--- config.mk ---
export PLATFORM = sky130hd
export DESIGN_NAME = seven_seg_decoder
export DESIGN_NICKNAME = d
export VERILOG_FILES = /design/src/rtl/seven_seg_decoder.sv
export SDC_FILE = /design/constraint.sdc
export NUM_CORES = 1
export LEC_CHECK = 0
export CAP_MARGIN = 20
export CORE_ASPECT_RATIO = 1.4
export CORE_MARGIN = 5
export CORE_UTILIZATION = 50
export CTS_BUF_LIST = sky130_fd_sc_hd__clkbuf_16
export CTS_CLUSTER_DIAMETER = 40
export CTS_CLUSTER_SIZE = 30
export DETAILED_ROUTE_END_ITERATION = 7
export PLACE_DENSITY = 0.79
export SLEW_MARGIN = 10
export SYNTH_ARGS = -nofsm -noshare
export SYNTH_HDL_FRONTEND = slang
export SYNTH_SLANG_ARGS = --single-unit
--- constraint.sdc ---
create_clock -name clk -period 3.2 [get_ports clk]
set_input_delay 0.8 -clock clk [delete_from_list [all_inputs] [get_ports clk]]
set_output_delay 0.8 -clock clk [all_outputs]
set_load 0.02 [all_outputs]
--- src/rtl/seven_seg_decoder.sv ---
// Seven-segment bus decoder: synchronise, debounce, decode to hex, emit through a 1-entry valid/ready register.
// Optional decimal point support is enabled by defining SEG7_DEC_DP_EN.
module seven_seg_decoder #(
    parameter bit INVERT        = 1'b1,
    parameter int STABLE_CYCLES = 4
) (
    input  logic       clk,
    input  logic       reset,
    input  logic [6:0] seg_in,
`ifdef SEG7_DEC_DP_EN
    input  logic       seg_dp,
    output logic       out_dp,
`endif
    input  logic       out_ready,
    output logic       out_valid,
    output logic [3:0] out_value,
    output logic       out_error,
    output logic       blank,
    output logic       overflow
);

`ifdef SEG7_DEC_DP_EN
    localparam int W = 8;
    logic [W-1:0] raw;
    assign raw = {seg_dp, seg_in};
`else
    localparam int W = 7;
    logic [W-1:0] raw;
    assign raw = seg_in;
`endif

    localparam logic [W-1:0] IDLE_RAW = INVERT ? {W{1'b1}} : {W{1'b0}};
    localparam logic [7:0]   CNT_MAX  = 8'(STABLE_CYCLES);

    logic [W-1:0] s1, s2, p, p_prev;
    logic [7:0]   cnt;
    logic         armed;
    logic         fire, is_blank, evt;
    logic [4:0]   dec;

    assign p = INVERT ? ~s2 : s2;

    // Returns {error, value}; unknown patterns decode to error with value 0.
    function automatic logic [4:0] decode(input logic [6:0] seg);
        case (seg)
            7'h3F: decode = 5'h00;
            7'h06: decode = 5'h01;
            7'h5B: decode = 5'h02;
            7'h4F: decode = 5'h03;
            7'h66: decode = 5'h04;
            7'h6D: decode = 5'h05;
            7'h7D: decode = 5'h06;
            7'h07: decode = 5'h07;
            7'h7F: decode = 5'h08;
            7'h6F: decode = 5'h09;
            7'h77: decode = 5'h0A;
            7'h7C: decode = 5'h0B;
            7'h39: decode = 5'h0C;
            7'h5E: decode = 5'h0D;
            7'h79: decode = 5'h0E;
            7'h71: decode = 5'h0F;
            default: decode = 5'h10;
        endcase
    endfunction

    // p_prev holds the pattern whose stability cnt is measuring, so it is what gets decoded.
    always_comb begin
        fire     = armed && (cnt == CNT_MAX);
        is_blank = (p_prev == '0);
        evt      = fire && !is_blank;
        dec      = decode(p_prev[6:0]);
    end

    // NOTE: sequential state uses non-blocking assignments so every flop samples pre-edge values.
    always_ff @(posedge clk or posedge reset) begin
        if (reset) begin
            s1     <= IDLE_RAW;
            s2     <= IDLE_RAW;
            p_prev <= '0;
            cnt    <= '0;
            armed  <= 1'b1;
        end else begin
            s1     <= raw;
            s2     <= s1;
            p_prev <= p;
            if (p != p_prev) begin
                cnt   <= 8'd1;
                armed <= 1'b1;
            end else begin
                if (cnt != CNT_MAX)
                    cnt <= cnt + 8'd1;
                if (fire)
                    armed <= 1'b0;
            end
        end
    end

    always_ff @(posedge clk or posedge reset) begin
        if (reset) begin
            out_valid <= 1'b0;
            out_value <= 4'h0;
            out_error <= 1'b0;
            blank     <= 1'b1;
            overflow  <= 1'b0;
        end else begin
            overflow <= 1'b0;
            if (fire)
                blank <= is_blank;
            if (evt) begin
                if (!out_valid || out_ready) begin
                    out_valid <= 1'b1;
                    out_value <= dec[4] ? 4'h0 : dec[3:0];
                    out_error <= dec[4];
                end else begin
                    overflow <= 1'b1;
                end
            end else if (out_valid && out_ready) begin
                out_valid <= 1'b0;
            end
        end
    end

`ifdef SEG7_DEC_DP_EN
    always_ff @(posedge clk or posedge reset) begin
        if (reset)
            out_dp <= 1'b0;
        else if (evt && (!out_valid || out_ready))
            out_dp <= p_prev[7];
    end
`endif

endmodule
**After elaboration in Yosys (flattened, before gate mapping)**

Cells that the tools add are included.
Widths: inputs -> output; s select.

- Input bits: 10
- Register bits after elaboration: 38
- Output and inout bits: 8
- Word-level logic and storage cells: 55

- Add/sub/neg operators: 1
- Mux-type cells: 11
- Reduce and logical (&&, ||, !) cells: 12
- Equality and inequality tests: 20
- Bitwise logic cells: 1

Operator list:

| cell | count |
|---|---|
| $eq 7x7->1 const B | 12 |
| $pmux 5 s16 | 1 |
| $mux 8 | 2 |
| $eq 7x3->1 const B | 2 |
| $eq 7x6->1 const B | 2 |
| $add 8x1->8 const B | 1 |
| $eq 8x3->1 const B | 1 |
| $ne 8x3->1 const B | 1 |
| $logic_not 7->1 | 1 |
| $mux 1 | 7 |
| $ne 7x7->1 | 1 |
| $not 7->7 | 1 |
| $reduce_bool 2->1 | 3 |
| $mux 4 | 1 |
| $reduce_and 2->1 | 2 |
| $logic_and 1x1->1 | 3 |
| $logic_not 1->1 | 2 |
| $ne 2x1->1 const B | 1 |
| $logic_or 1x1->1 | 1 |

**Longest topological paths before layout**

- Depth in word-level cells: 5
- Gate-level depth with buffers: 7
- Gate-level depth less buffers: 7

**Least setup slack after synthesis**

Ideal clock, no wire load.

- Path kind: register -> register
- Start point: reg cnt[0]
- End point: reg out_value[1]
- Buffers on the path: 0
- Period minus slack after synthesis: 2.143 ns
- Slack: 1.057 ns
- Required time: 3.077 ns
- Cell stages (with the launch flop): 8
- Data arrival time: 2.020 ns
- Setup time: 0.123 ns
- Path through: dfrtp_1 inv_1 ha_1 nand4bb_1 nor4_4 nand4_4 or4_4 a21boi_1

- Cells in the longest elaborated chain, start to end: 4

Ends and longest elaborated chain:

| what | RTL line | source |
|---|---|---|
| start, declared | 36 | `logic [7:0] cnt;` |
| start signal, assigned | 91 | `cnt <= cnt + 8'd1;` |
| $eq 8x3->1 | 68 | `fire = armed && (cnt == CNT_MAX);` |
| $logic_and 1x1->1 | 68 |  |
| $logic_and 1x1->1 | 70 | `evt = fire && !is_blank;` |
| $reduce_and 2->1 (no line) | - |  |
| end signal, assigned | 112 | `out_value <= dec[4] ? 4'h0 : dec[3:0];` |
| end, declared | 16 | `output logic [3:0] out_value,` |

Every way passes these cells.
A chain may end at the register's enable or synchronous reset.

**Worst setup path after layout**

- Start point: reg cnt[0]
- End point: reg out_error

- Cells in the longest elaborated chain, start to end: 4

Ends and longest elaborated chain:

| what | RTL line | source |
|---|---|---|
| $eq 8x3->1 | 68 |  |
| $logic_and 1x1->1 | 68 |  |
| $logic_and 1x1->1 | 70 |  |
| $reduce_and 2->1 (no line) | - |  |
| end signal, assigned | 113 | `out_error <= dec[4];` |
| end, declared | 17 | `output logic out_error,` |

Every way passes these cells.

==> flow_metrics.tcl <==
set metrics [dict create \
    worstPathMaxFanout 9 \
    drtIter0Drc 24 \
    wirelength_mm 3.02 \
    clock_sinks 38 \
    start_kind "register" \
    start_util_pct 51.0 \
    dpl.hpwl_mm 2.15 \
    clk_latency_ns 0.28 \
    dieArea_um2 4700 \
    cts_buffer_depth 2 \
    timing.rr.end "out_error" \
    io_pins 18 \
    required_ns 3.39 \
    ff2ff_setup_slack_ns 0.98 \
    cts_tree "built" \
    grt_use_total_pct 15.0 \
    die_h_um 79.1 \
    grt_pass1_vias 1183 \
    outcome "finished clean" \
    regArea_um2 971 \
    synth_seq_area_share_pct 56.9 \
    area.growth.synth_to_final_pct 22.4 \
    reg2reg_depth 8 \
    synth_flop_cell "dfrtp_1" \
    grt_setup_unrepaired "false" \
    fin_crit_sh_pct 69.3 \
    tns_ns 0 \
    path_class "register to register" \
    syn_area_um2 1710 \
    route.vias.total 1193 \
    use_met1_pct 16.2 \
    leakagePower_nw 0.879 \
    core_area_um2 3350 \
    die_width_um 59.4 \
    placed_cells 210 \
    crit_buf_inv 2 \
    power_density_nw_per_um2 533 \
    vias_per_cell 5.47 \
    fmax_mhz 451 \
    crit_path_cell_trace "inv_1 > ha_1 > nand4bb_1 > nor4_4 > buf_4 > nand4_4 > or4_4 > o31ai_2" \
    critical_path_depth 8 \
    fin_crit_ns 2.22 \
    port_buffers 17 \
    fp-row-count 25 \
    ys_ff_latch 38 \
    slowest_delay_ns 0.58 \
    globalplace.congestion 0.818 \
    ir_drop_mv 0.581 \
    hold_end "s2[6]" \
    cts_inserted_buffers 5 \
    placed_area_um2 1920 \
    final_nets 189 \
    use_met2_pct 25.7 \
    final_cells 218 \
    grt.overflow.total 0 \
    final_antenna_net_count 0 \
    slew_violations 0 \
    hold_viol_final 0 \
    min_path_type "register to register" \
    cp_top_family "simple AND/OR/NAND/NOR gates" \
    root_buffer "clkbuf_16" \
    cts_hold_buf 0 \
    n_fill_cell 245 \
    r2r_start "cnt[0]" \
    antenna_found_initial 0 \
    diodes 0 \
    synth_cells 159 \
    synth_nets 171 \
    end_kind "register" \
    max_cap_violations 0 \
    drive_above_1_share_pct 16.3 \
    clk_pin_slew_ns 0.05 \
    cts.repair.resized 0 \
    avgSynthCellArea_um2 10.7 \
    hold_depth 0 \
    final_area_um2 2090 \
    first_pass_iters 5 \
    worst_ep_arrival_time_ns 2.40 \
    holdCritStartpoint "s1[6]" \
    drc 0 \
    grt_busiest_layer "met2" \
    drt-wirelength-per-cell_um 13.9 \
    worst_pin_slew_ns 0.731 \
    setup_viol 0 \
    grt_pass1_wl_mm 5.22 \
    max-slew-margin-rel_pct 51.2 \
    use_met3_pct 5.20 \
    slowest_stage "or4_4" \
    cts_setup_buffers 0 \
    async_flop_share_pct 100 \
    ys_types 39 \
    grt_max_degree 21 \
    totalPowerFinal_w 0.00111 \
    cts_htree_levels 2 \
    synth_edf_count 0 \
    yosysWarningCount 0 \
    multi_input_area_um2 656 \
    skew_ns 0.00265 \
]
logic make-up (layout without fill, tap and decap cells):
kind of cell / Yosys count / after routing / synth area share (%)
simple gates: 63 / 63 / 21.0
flops: 38 / 38 / 56.9
mux: 2 / 2 / 1.17
buf+inv: 21 / 40 / 4.69
fa+ha+maj: 2 / 2 / 1.47
compound gates: 20 / 20 / 8.14
xor+xnor: 13 / 13 / 6.67
registers in the layout, indices dropped and copies added (netlist names):
name / cells
armed: 1
blank: 1
cnt: 8
out_error: 1
out_valid: 1
out_value: 4
overflow: 1
p_prev: 7
s1: 7
s2: 7
stage by stage:
step | hold slack (ns) | util (%) | setup slack [ns]
6_report | 0.355 | 62.4 | 0.983
5_1_grt | 0.357 | 62.4 | 0.849
4_1_cts | 0.355 | 62.4 | 0.974
3_5_place_dp | 0.347 | 57.5 | 0.739
3_3_place_gp | 0.346 | 57.5 | 0.773
2_1_floorplan | 0.345 | - | 1.06
worst max path at each step:
| stage | from | to | slack [ns] |
|---|---|---|---|
| after floorplan | cnt[0] | out_value[1] | 1.06 |
| after global placement | out_ready | out_error | 0.77 |
| after detailed placement | out_ready | out_error | 0.74 |
| after CTS | cnt[0] | out_error | 0.97 |
| after global routing | cnt[0] | out_error | 0.85 |
| final | cnt[0] | out_error | 0.98 |
where the power goes:
part / switching [W] / internal [W] / total (W) / leakage (nW)
Clock: 0.000177 / 0.000364 / 0.000540 / 0.0812
Combinational: 0.0000233 / 0.0000271 / 0.0000505 / 0.354
Sequential: 0.0000206 / 0.000502 / 0.000522 / 0.444
Total: 0.000220 / 0.000893 / 0.00111 / 0.879
area by class of cell:
cell class,instances,share of cell area (%)
clock inverters,3,1.98
well taps,40,2.40
multi-input cells,100,31.4
inverters,13,2.34
repair buffers,19,9.46
clock buffers,5,5.99
flip-flops and latches,38,46.5
synthesized netlist by cell type (3+ instances only):
cell / instances / area (um^2)
dfrtp_1: 22 / 551
nor3_1: 5 / 25.0
dfstp_2: 16 / 420
xor2_1: 5 / 43.8
a21oi_1: 6 / 30.0
inv_1: 13 / 48.8
nor4_1: 3 / 18.8
nor2_1: 16 / 60.1
nand3_1: 8 / 40.0
xnor2_1: 8 / 70.1
clkbuf_1: 6 / 22.5
nand2_1: 15 / 56.3
metal layers:
layer	vias to the layer above	share of wire, %
met5	-	0
met4	0	2.0
met3	6	5.4
met2	36	53
met1	578	40
li1	573	-
worst reg2reg max path: stages, from the launching register on:
cell and delay (ns):
dfrtp_1 0.41, inv_1 0.11, ha_1 0.15, nand4bb_1 0.16, nor4_4 0.17, buf_4 0.21
nand4_4 0.17, or4_4 0.58, o31ai_2 0.18
layout by cell type, fill, tap and decap left out, types with 2 or more instances in the layout:
| cell type | netlist | layout |
|---|---|---|
| clkdlybuf4s50_1 | 0 | 17 |
| xnor2_1 | 8 | 8 |
| nor3b_1 | 2 | 2 |
| mux2i_1 | 2 | 2 |
| ha_1 | 2 | 2 |
| nand2b_1 | 2 | 2 |
| nor3_1 | 5 | 5 |
| o21ai_0 | 2 | 2 |
| a21oi_1 | 6 | 6 |
| clkbuf_16 | 0 | 5 |
| o2111ai_1 | 2 | 2 |
| dfstp_2 | 16 | 16 |
| nand3_1 | 8 | 8 |
| dfrtp_1 | 22 | 22 |
| nor4_1 | 3 | 3 |
| nor2b_1 | 2 | 2 |
| nand4bb_1 | 2 | 2 |
| inv_1 | 13 | 14 |
| nor2_1 | 16 | 16 |
| nand2_1 | 15 | 15 |
| a31oi_1 | 2 | 2 |
| xor2_1 | 5 | 5 |
(Power assumes the default switching activity.)
